**config.mk**
```make
export PLATFORM = sky130hd
export DESIGN_NAME = reg_file
export DESIGN_NICKNAME = d
export VERILOG_FILES = /design/src/rtl/regfile_pkg.sv /design/src/rtl/reg_clr_fsm.sv /design/src/rtl/reg_file.sv
export SDC_FILE = /design/constraint.sdc
export NUM_CORES = 2
export LEC_CHECK = 0
export BUFFER_PORTS_ARGS = -buffer_cell sky130_fd_sc_hd__clkbuf_2
export CAP_MARGIN = 20
export CORE_UTILIZATION = 65
export CTS_CLUSTER_SIZE = 14
export DETAILED_ROUTE_END_ITERATION = 7
export PLACE_DENSITY_LB_ADDON = 0.05
export SETUP_SLACK_MARGIN = 0.3
export SLEW_MARGIN = 5
export SYNTH_ARGS = -nofsm -noshare
export SYNTH_HDL_FRONTEND = slang
export SYNTH_SLANG_ARGS = --single-unit
```
**constraint.sdc**
```tcl
create_clock -name clk -period 5.55 [get_ports clk]
set_input_delay 0.555 -clock clk [delete_from_list [all_inputs] [get_ports clk]]
set_output_delay 0.555 -clock clk [all_outputs]
set_load 0.02 [all_outputs]
```
**src/rtl/regfile_pkg.sv**
```systemverilog
// regfile_pkg: shared widths, register count and clear-sequencer state encoding.
`default_nettype none

package regfile_pkg;

    localparam int DEF_DATA_W = 32;
    localparam int DEF_ADDR_W = 5;
    localparam int NREG       = 2 ** DEF_ADDR_W;

    typedef enum logic [1:0] {
        ST_IDLE  = 2'd0,
        ST_CLEAR = 2'd1,
        ST_DONE  = 2'd2
    } clr_state_e;

endpackage : regfile_pkg

`default_nettype wire

```
**src/rtl/reg_clr_fsm.sv**
```systemverilog
// reg_clr_fsm: bulk-clear sequencer; walks registers 1..2**ADDR_W-1 writing zero, then pulses done.
`default_nettype none

module reg_clr_fsm
    import regfile_pkg::*;
#(
    parameter int ADDR_W = DEF_ADDR_W
) (
    input  logic              clk,
    input  logic              rst_n,
    input  logic              clr_req_i,
    output logic              clr_busy_o,
    output logic              clr_done_o,
    output logic              clr_we_o,
    output logic [ADDR_W-1:0] clr_addr_o
);

    localparam logic [ADDR_W-1:0] C_LAST = {ADDR_W{1'b1}};

    clr_state_e        state_q, state_d;
    logic [ADDR_W-1:0] ptr_q,   ptr_d;

    always_ff @(posedge clk or negedge rst_n) begin
        if (!rst_n) begin
            state_q <= ST_IDLE;
            ptr_q   <= '0;
        end else begin
            state_q <= state_d;
            ptr_q   <= ptr_d;
        end
    end

    always_comb begin
        state_d = state_q;
        ptr_d   = ptr_q;
        case (state_q)
            ST_IDLE: begin
                if (clr_req_i) begin
                    state_d = ST_CLEAR;
                    ptr_d   = ADDR_W'(1);
                end
            end
            ST_CLEAR: begin
                // Explicit exit at the last register keeps the pointer from wrapping.
                if (ptr_q == C_LAST) begin
                    state_d = ST_DONE;
                    ptr_d   = '0;
                end else begin
                    ptr_d   = ptr_q + ADDR_W'(1);
                end
            end
            ST_DONE: state_d = ST_IDLE;
            default: state_d = ST_IDLE;
        endcase
    end

    assign clr_busy_o = (state_q != ST_IDLE);
    assign clr_done_o = (state_q == ST_DONE);
    assign clr_we_o   = (state_q == ST_CLEAR);
    assign clr_addr_o = ptr_q;

endmodule : reg_clr_fsm

`default_nettype wire

```
**src/rtl/reg_file.sv**
```systemverilog
// reg_file: 2R1W register file with hard-wired zero register, write bypass, debug port and bulk clear.
`default_nettype none

module reg_file
    import regfile_pkg::*;
#(
    parameter int DATA_W = DEF_DATA_W,
    parameter int ADDR_W = DEF_ADDR_W
) (
    input  logic              clk,
    input  logic              rst_n,
    input  logic              we,
    input  logic [ADDR_W-1:0] wa,
    input  logic [DATA_W-1:0] wd,
    input  logic [ADDR_W-1:0] ra1,
    input  logic [ADDR_W-1:0] ra2,
    output logic [DATA_W-1:0] rd1,
    output logic [DATA_W-1:0] rd2,
    input  logic [ADDR_W-1:0] dbg_addr,
    output logic [DATA_W-1:0] dbg_data,
    input  logic              clr_req,
    output logic              clr_busy,
    output logic              clr_done
);

    localparam int C_NREG = 2 ** ADDR_W;

    logic              clr_we;
    logic [ADDR_W-1:0] clr_addr;
    logic              wr_ok;
    logic [DATA_W-1:0] regs [C_NREG];

    reg_clr_fsm #(
        .ADDR_W (ADDR_W)
    ) u_clr_fsm (
        .clk        (clk),
        .rst_n      (rst_n),
        .clr_req_i  (clr_req),
        .clr_busy_o (clr_busy),
        .clr_done_o (clr_done),
        .clr_we_o   (clr_we),
        .clr_addr_o (clr_addr)
    );

    // Normal writes only land while the sequencer is idle; register 0 is never stored.
    assign wr_ok = we && (wa != '0) && !clr_busy;

    genvar i;
    generate
        for (i = 0; i < C_NREG; i++) begin : g_reg
            if (i == 0) begin : g_zero
                assign regs[i] = '0;
            end else begin : g_store
                logic [DATA_W-1:0] data_q;
                always_ff @(posedge clk or negedge rst_n) begin
                    if (!rst_n) begin
                        data_q <= '0;
                    end else if (clr_we && (clr_addr == ADDR_W'(i))) begin
                        data_q <= '0;
                    end else if (wr_ok && (wa == ADDR_W'(i))) begin
                        data_q <= wd;
                    end
                end
                assign regs[i] = data_q;
            end
        end
    endgenerate

    assign rd1      = (wr_ok && (wa == ra1)) ? wd : regs[ra1];
    assign rd2      = (wr_ok && (wa == ra2)) ? wd : regs[ra2];
    assign dbg_data = regs[dbg_addr];

endmodule : reg_file

`default_nettype wire

```
# Word-level counts from Yosys, hierarchy flattened
# Cells that the tools add are included.
# word_totals
reg_bits	999
inputBits	56
out_inout_bits	98
# op_classes
n_reduce_logical	104
n_eq_ne	68
order_cmp	3
bitwise	3
n_addsub	1
n_mux	79
# op_table
op	count
$mux W32	70
$bmux W32 S5	3
$eq A5 B5 Y1 const B	32
$eq A5 B4 Y1 const B	16
$logic_and A1 B1 Y1	66
$reduce_bool A2 Y1	33
$eq A5 B3 Y1 const B	8
$eq A5 B2 Y1 const B	4
$ge A6 B6 Y1 const B	3
$not A5 Y6	3
$eq A5 B1 Y1 const B	2
$eq A5 B5 Y1	2
$mux W5	2
$pmux W5 S2	1
$add A5 B1 Y5 const B	1
$reduce_bool A5 Y1	1
$mux W2	2
$pmux W2 S2	1
$reduce_and A2 Y1	2
$eq A2 B1 Y1 const B	1
$eq A2 B2 Y1 const B	1
$logic_not A2 Y1	1
$ne A2 B1 Y1 const B	1
$ne A2 B2 Y1 const B	1
$logic_not A1 Y1	1

# Logic depth before layout (Yosys ltp)
# depth
depth_word	6
ltp_mapped	10
depth_no_buf	6

# Hierarchy
# From an unflattened synthesis, not the netlist that was laid out.
# unflattened
cells_unflattened	6630
hier_area_um2	64393.0
# by_module_without_submodules
mod	instances	area_per_inst_um2	cells_per_inst
reg_file	1	64046.4	6597
reg_clr_fsm	1	346.6	33

# Worst setup path before layout
# OpenSTA, ideal clock, no wires.
# synth_timing
path_type	input to output
from	input dbg_addr[0]
to	output dbg_data[10]
arrival_time_ns	2.542
setup_slack_ns	2.453
path_buffers	2
path_stages	5
path_cell_list	buf_2 buf_1 mux4_2 mux4_2 mux2_2
# synth_between
elab_chain_cells	4
# synth_lines
item	line_no	rtl
start: declaration	reg_file.sv:19	input logic [ADDR_W-1:0] dbg_addr,
$not A5 Y6 (implied by the code)	reg_file.sv:71	assign dbg_data = regs[dbg_addr];
$bmux W32 S5	reg_file.sv:71	
$mux W32 (implied by the code) (2 in series)	reg_file.sv:71	
end: declaration	reg_file.sv:20	output logic [DATA_W-1:0] dbg_data,
# No other way between the ends. The select of a mux whose other input is x is not followed.

# Worst setup path in the final report
# layout_timing
from	register u_clr_fsm.state_q[1]
to	output rd2[18]
# layout_between
elab_chain_cells	5
# layout_lines
item	line_no	rtl
start: declaration	reg_clr_fsm.sv:20	clr_state_e state_q, state_d;
start signal: assignment	reg_clr_fsm.sv:28	state_q <= state_d;
$reduce_bool A2 Y1	reg_clr_fsm.sv:57	assign clr_busy_o = (state_q != ST_IDLE);
$logic_not A1 Y1	reg_file.sv:46	assign wr_ok = we && (wa != '0) && !clr_busy;
$logic_and A1 B1 Y1	reg_file.sv:46	
$logic_and A1 B1 Y1	reg_file.sv:70	assign rd2 = (wr_ok && (wa == ra2)) ? wd : regs[ra2];
$mux W32	reg_file.sv:70	
end: declaration	reg_file.sv:18	output logic [DATA_W-1:0] rd2,
# No other way between the ends.

==> flow_metrics.tcl <==
set metrics [dict create \
    grt_pass1_wl_mm 403.7 \
    cts.sinks 999 \
    die_w_um 316.4 \
    synth_edf_count 0 \
    tns_ns 0 \
    fin_cells 7693 \
    insertion_delay_ns 0.76 \
    detail-route-antenna-nets 0 \
    layout_worst_path_cycle_share 0.8383 \
    port_buffers 153 \
    synthTopCellsByCount "nand2_1, a21oi_1, dfrtp_1, mux4_2, clkbuf_1" \
    synth_top_area_frac 0.3890 \
    cts_resized 0 \
    clock_path_buffers 3 \
    grt_max_degree 129 \
    critPathMaxFanout 56 \
    combPwrFrac 0.262 \
    cp-end-kind "primary output" \
    violations "design-rule violations" \
    ys_seq_area_frac 0.3890 \
    crit_path_max_incr_delay_ns 0.78 \
    drtIter0Drc 11430 \
    rsz0062_at_grt "false" \
    synth_cells 6557 \
    synth_area_um2 64270 \
    routedWlPerCell_um 36.79 \
    synthTopCellsByArea "dfrtp_1, mux4_2, nand2_1" \
    crit_slowest_cell "or4_2" \
    place_ws_ns 1.334 \
    vias 61300 \
    synth_flop_cell "dfrtp_1" \
    firstDrtPassIters 8 \
    final_nets 6365 \
    outcome "finished with violations" \
    placedCellCount 7453 \
    gp_congestion 0.9848 \
    htree_levels 3 \
    io_pins 154 \
    cell_internal_pwr_mw 15.42 \
    yosysMostFrequentCell "nand2_1" \
    num_rows 114 \
    power_frac_seq 0.409 \
    hp-class "primary input to register" \
    finalHoldViolCount 0 \
    start_util 0.6607 \
    final.fill_count 7254 \
    multi_input_area_um2 36640 \
    synth_area_leader_cell "dfrtp_1" \
    maxCapViolCount 0 \
    hpwlAfterDp_mm 164.8 \
    worstPathArrival_ns 4.10 \
    slew_violations 0 \
    synthToLayoutAreaGrowth_pct 8.675 \
    worst_pin_slew_ns 1.254 \
    skew_ns 0.02371 \
    cts_tree "built" \
    postRouteWirelength_mm 283.0 \
    power_switching_mw 8.135 \
    die_h_um 316.4 \
    drive_gt1_frac 0.2318 \
    antenna_found_initial 30 \
    setup_ws_ns 0.8974 \
    crit_chain "nor3b_1 -> o41ai_2 -> or4_2 -> buf_4 -> a21oi_1 -> clkbuf_2" \
    drc 15 \
    clk_pin_slew_ns 0.06 \
    grt_remaining_overflow 0 \
    core-area_um2 97280 \
    dieArea_um2 100100 \
    post-route-min-period_ns 4.653 \
    synth_cell_type_count 60 \
    ys.warnings.count 0 \
    setup_violations 0 \
    via_per_inst 7.969 \
    critPathKind "register to primary output" \
    synthArstFlopShare 1.000 \
    start_kind "register" \
    regArea_um2 25000 \
    grt_pass1_vias 59040 \
    clock.fmax_mhz 214.9 \
    power_density_nw_per_um2 337.3 \
    peakVddDrop_uv 306.1 \
    syn_avg_cell_area_um2 9.802 \
    p_leak_nw 28.30 \
    clkPwrFrac 0.329 \
    slew-limit-headroom 0.1617 \
    swShare 0.3453 \
    cts_buffers 111 \
    required_ns 4.99 \
    track_usage 0.5702 \
    ys_ff_latch 999 \
    synth_nets 6619 \
    cts-root-buf "clkbuf_16" \
]
## power by group through the flow
stage / Sequential (mW) / Combinational (mW) / Clock, mW
finish: 9.64 / 6.17 / 7.76
global route: 9.78 / 6.35 / 7.94
CTS: 9.57 / 5.83 / 7.67
detailed placement: 9.69 / 5.81 / 0
global placement: 9.60 / 5.66 / 0
floorplan: 9.28 / 4.00 / 0
## cell families after synthesis
logic type,count (synthesis),share of synthesized area
xor+xnor,10,0.001363
mux,948,0.2808
simple gates,2429,0.1501
compound gates,1440,0.1277
buf+inv,725,0.04986
flops,999,0.3890
fa+ha+maj,6,0.001168
## stage by stage
| stage | util | hold WS (ns) | power [mW] | cell area (µm²) |
|---|---|---|---|---|
| 6_report | 0.7180 | 0.1044 | 23.56 | 69850 |
| 5_1_grt | 0.7176 | 0.1419 | 24.06 | 69800 |
| 4_1_cts | 0.7149 | 0.1173 | 23.06 | 69540 |
| 3_5_place_dp | 0.6764 | 0.5429 | 15.50 | 65800 |
| 3_3_place_gp | 0.6757 | 0.5330 | 15.26 | 65730 |
| 2_1_floorplan | - | 0.2594 | 13.28 | 64270 |
## final timing paths
path | to | from | cells past startpoint | slack (ns)
worst max register to register | g_reg[15].g_store.data_q[26] | u_clr_fsm.state_q[1] | 6 | 1.99
min in group asynchronous | g_reg[11].g_store.data_q[20] | rst_n | 2 | 0.46
worst min register to register | g_reg[10].g_store.data_q[7] | g_reg[10].g_store.data_q[7] | 2 | 0.55
max in group asynchronous | g_reg[23].g_store.data_q[15] | rst_n | 3 | 3.75
worst min-delay path | u_clr_fsm.state_q[0] | clr_req | 3 | 0.10
worst max-delay path | rd2[18] | u_clr_fsm.state_q[1] | 6 | 0.90
## state kept, by name, summed over array words and instances (netlist names)
name and flops:
u_clr_fsm.state_q 2, g.g_store.data_q 992, u_clr_fsm.clr_addr_o 5
## cell usage in the layout, fill, tap and decap left out, drive strengths merged, types with 4 or more instances in the layout
master,count
nand2,2085
a21oi,1015
dfrtp,999
mux4,668
clkbuf,295
buf,210
mux2,161
o22ai,157
nor2,141
mux2i,119
a22oi,67
nand3,52
a22o,37
clkinv,37
nor2b,33
a31oi,27
or3,27
nor3,26
o311ai,25
diode,24
a221oi,24
o21ai,23
nand2b,19
a221o,17
o221ai,15
o22a,12
o2111ai,12
and4,12
bufinv,8
or2,7
xnor2,6
ha,6
inv,6
and3,5
nor3b,4
xor2,4
## worst max-delay path: cells and delay by family (launching register included)
kind | cells | cell delay, ns
AO/OA/AOI/OAI | 2 | 0.86
buffers and inverters | 2 | 0.69
flip-flops | 1 | 0.58
AND/OR/NAND/NOR | 2 | 1.14
## per-layer routing
layer / wire length (µm) / GRT usage / share of wire / up-vias
met3: 58300 / 0.3745 / 0.21 / 2008
met2: 110300 / 0.7359 / 0.39 / 6412
met1: 86550 / 0.6757 / 0.31 / 29700
met4: 26900 / 0.3993 / 0.095 / 28
li1: - / - / - / 23150
met5: 971 / 0.06108 / 0.0034 / -
## cell type report
class / instances / area share
Antenna cell: 24 / 0.0008599
Multi-Input combinational cell: 4833 / 0.5245
Sequential cell: 999 / 0.3579
Tap cell: 1276 / 0.02286
Timing Repair Buffer: 353 / 0.04020
Inverter: 5 / 0.0002687
Clock buffer: 154 / 0.04597
Clock inverter: 49 / 0.007398
## what timing repair did
item / 4_1_cts / 5_1_grt
setup buffers: 0 / 0
endpoints found under the hold margin: 77 / 0
hold buffers: 1 / 0
No activity file was read; power rests on OpenSTA's default activity.
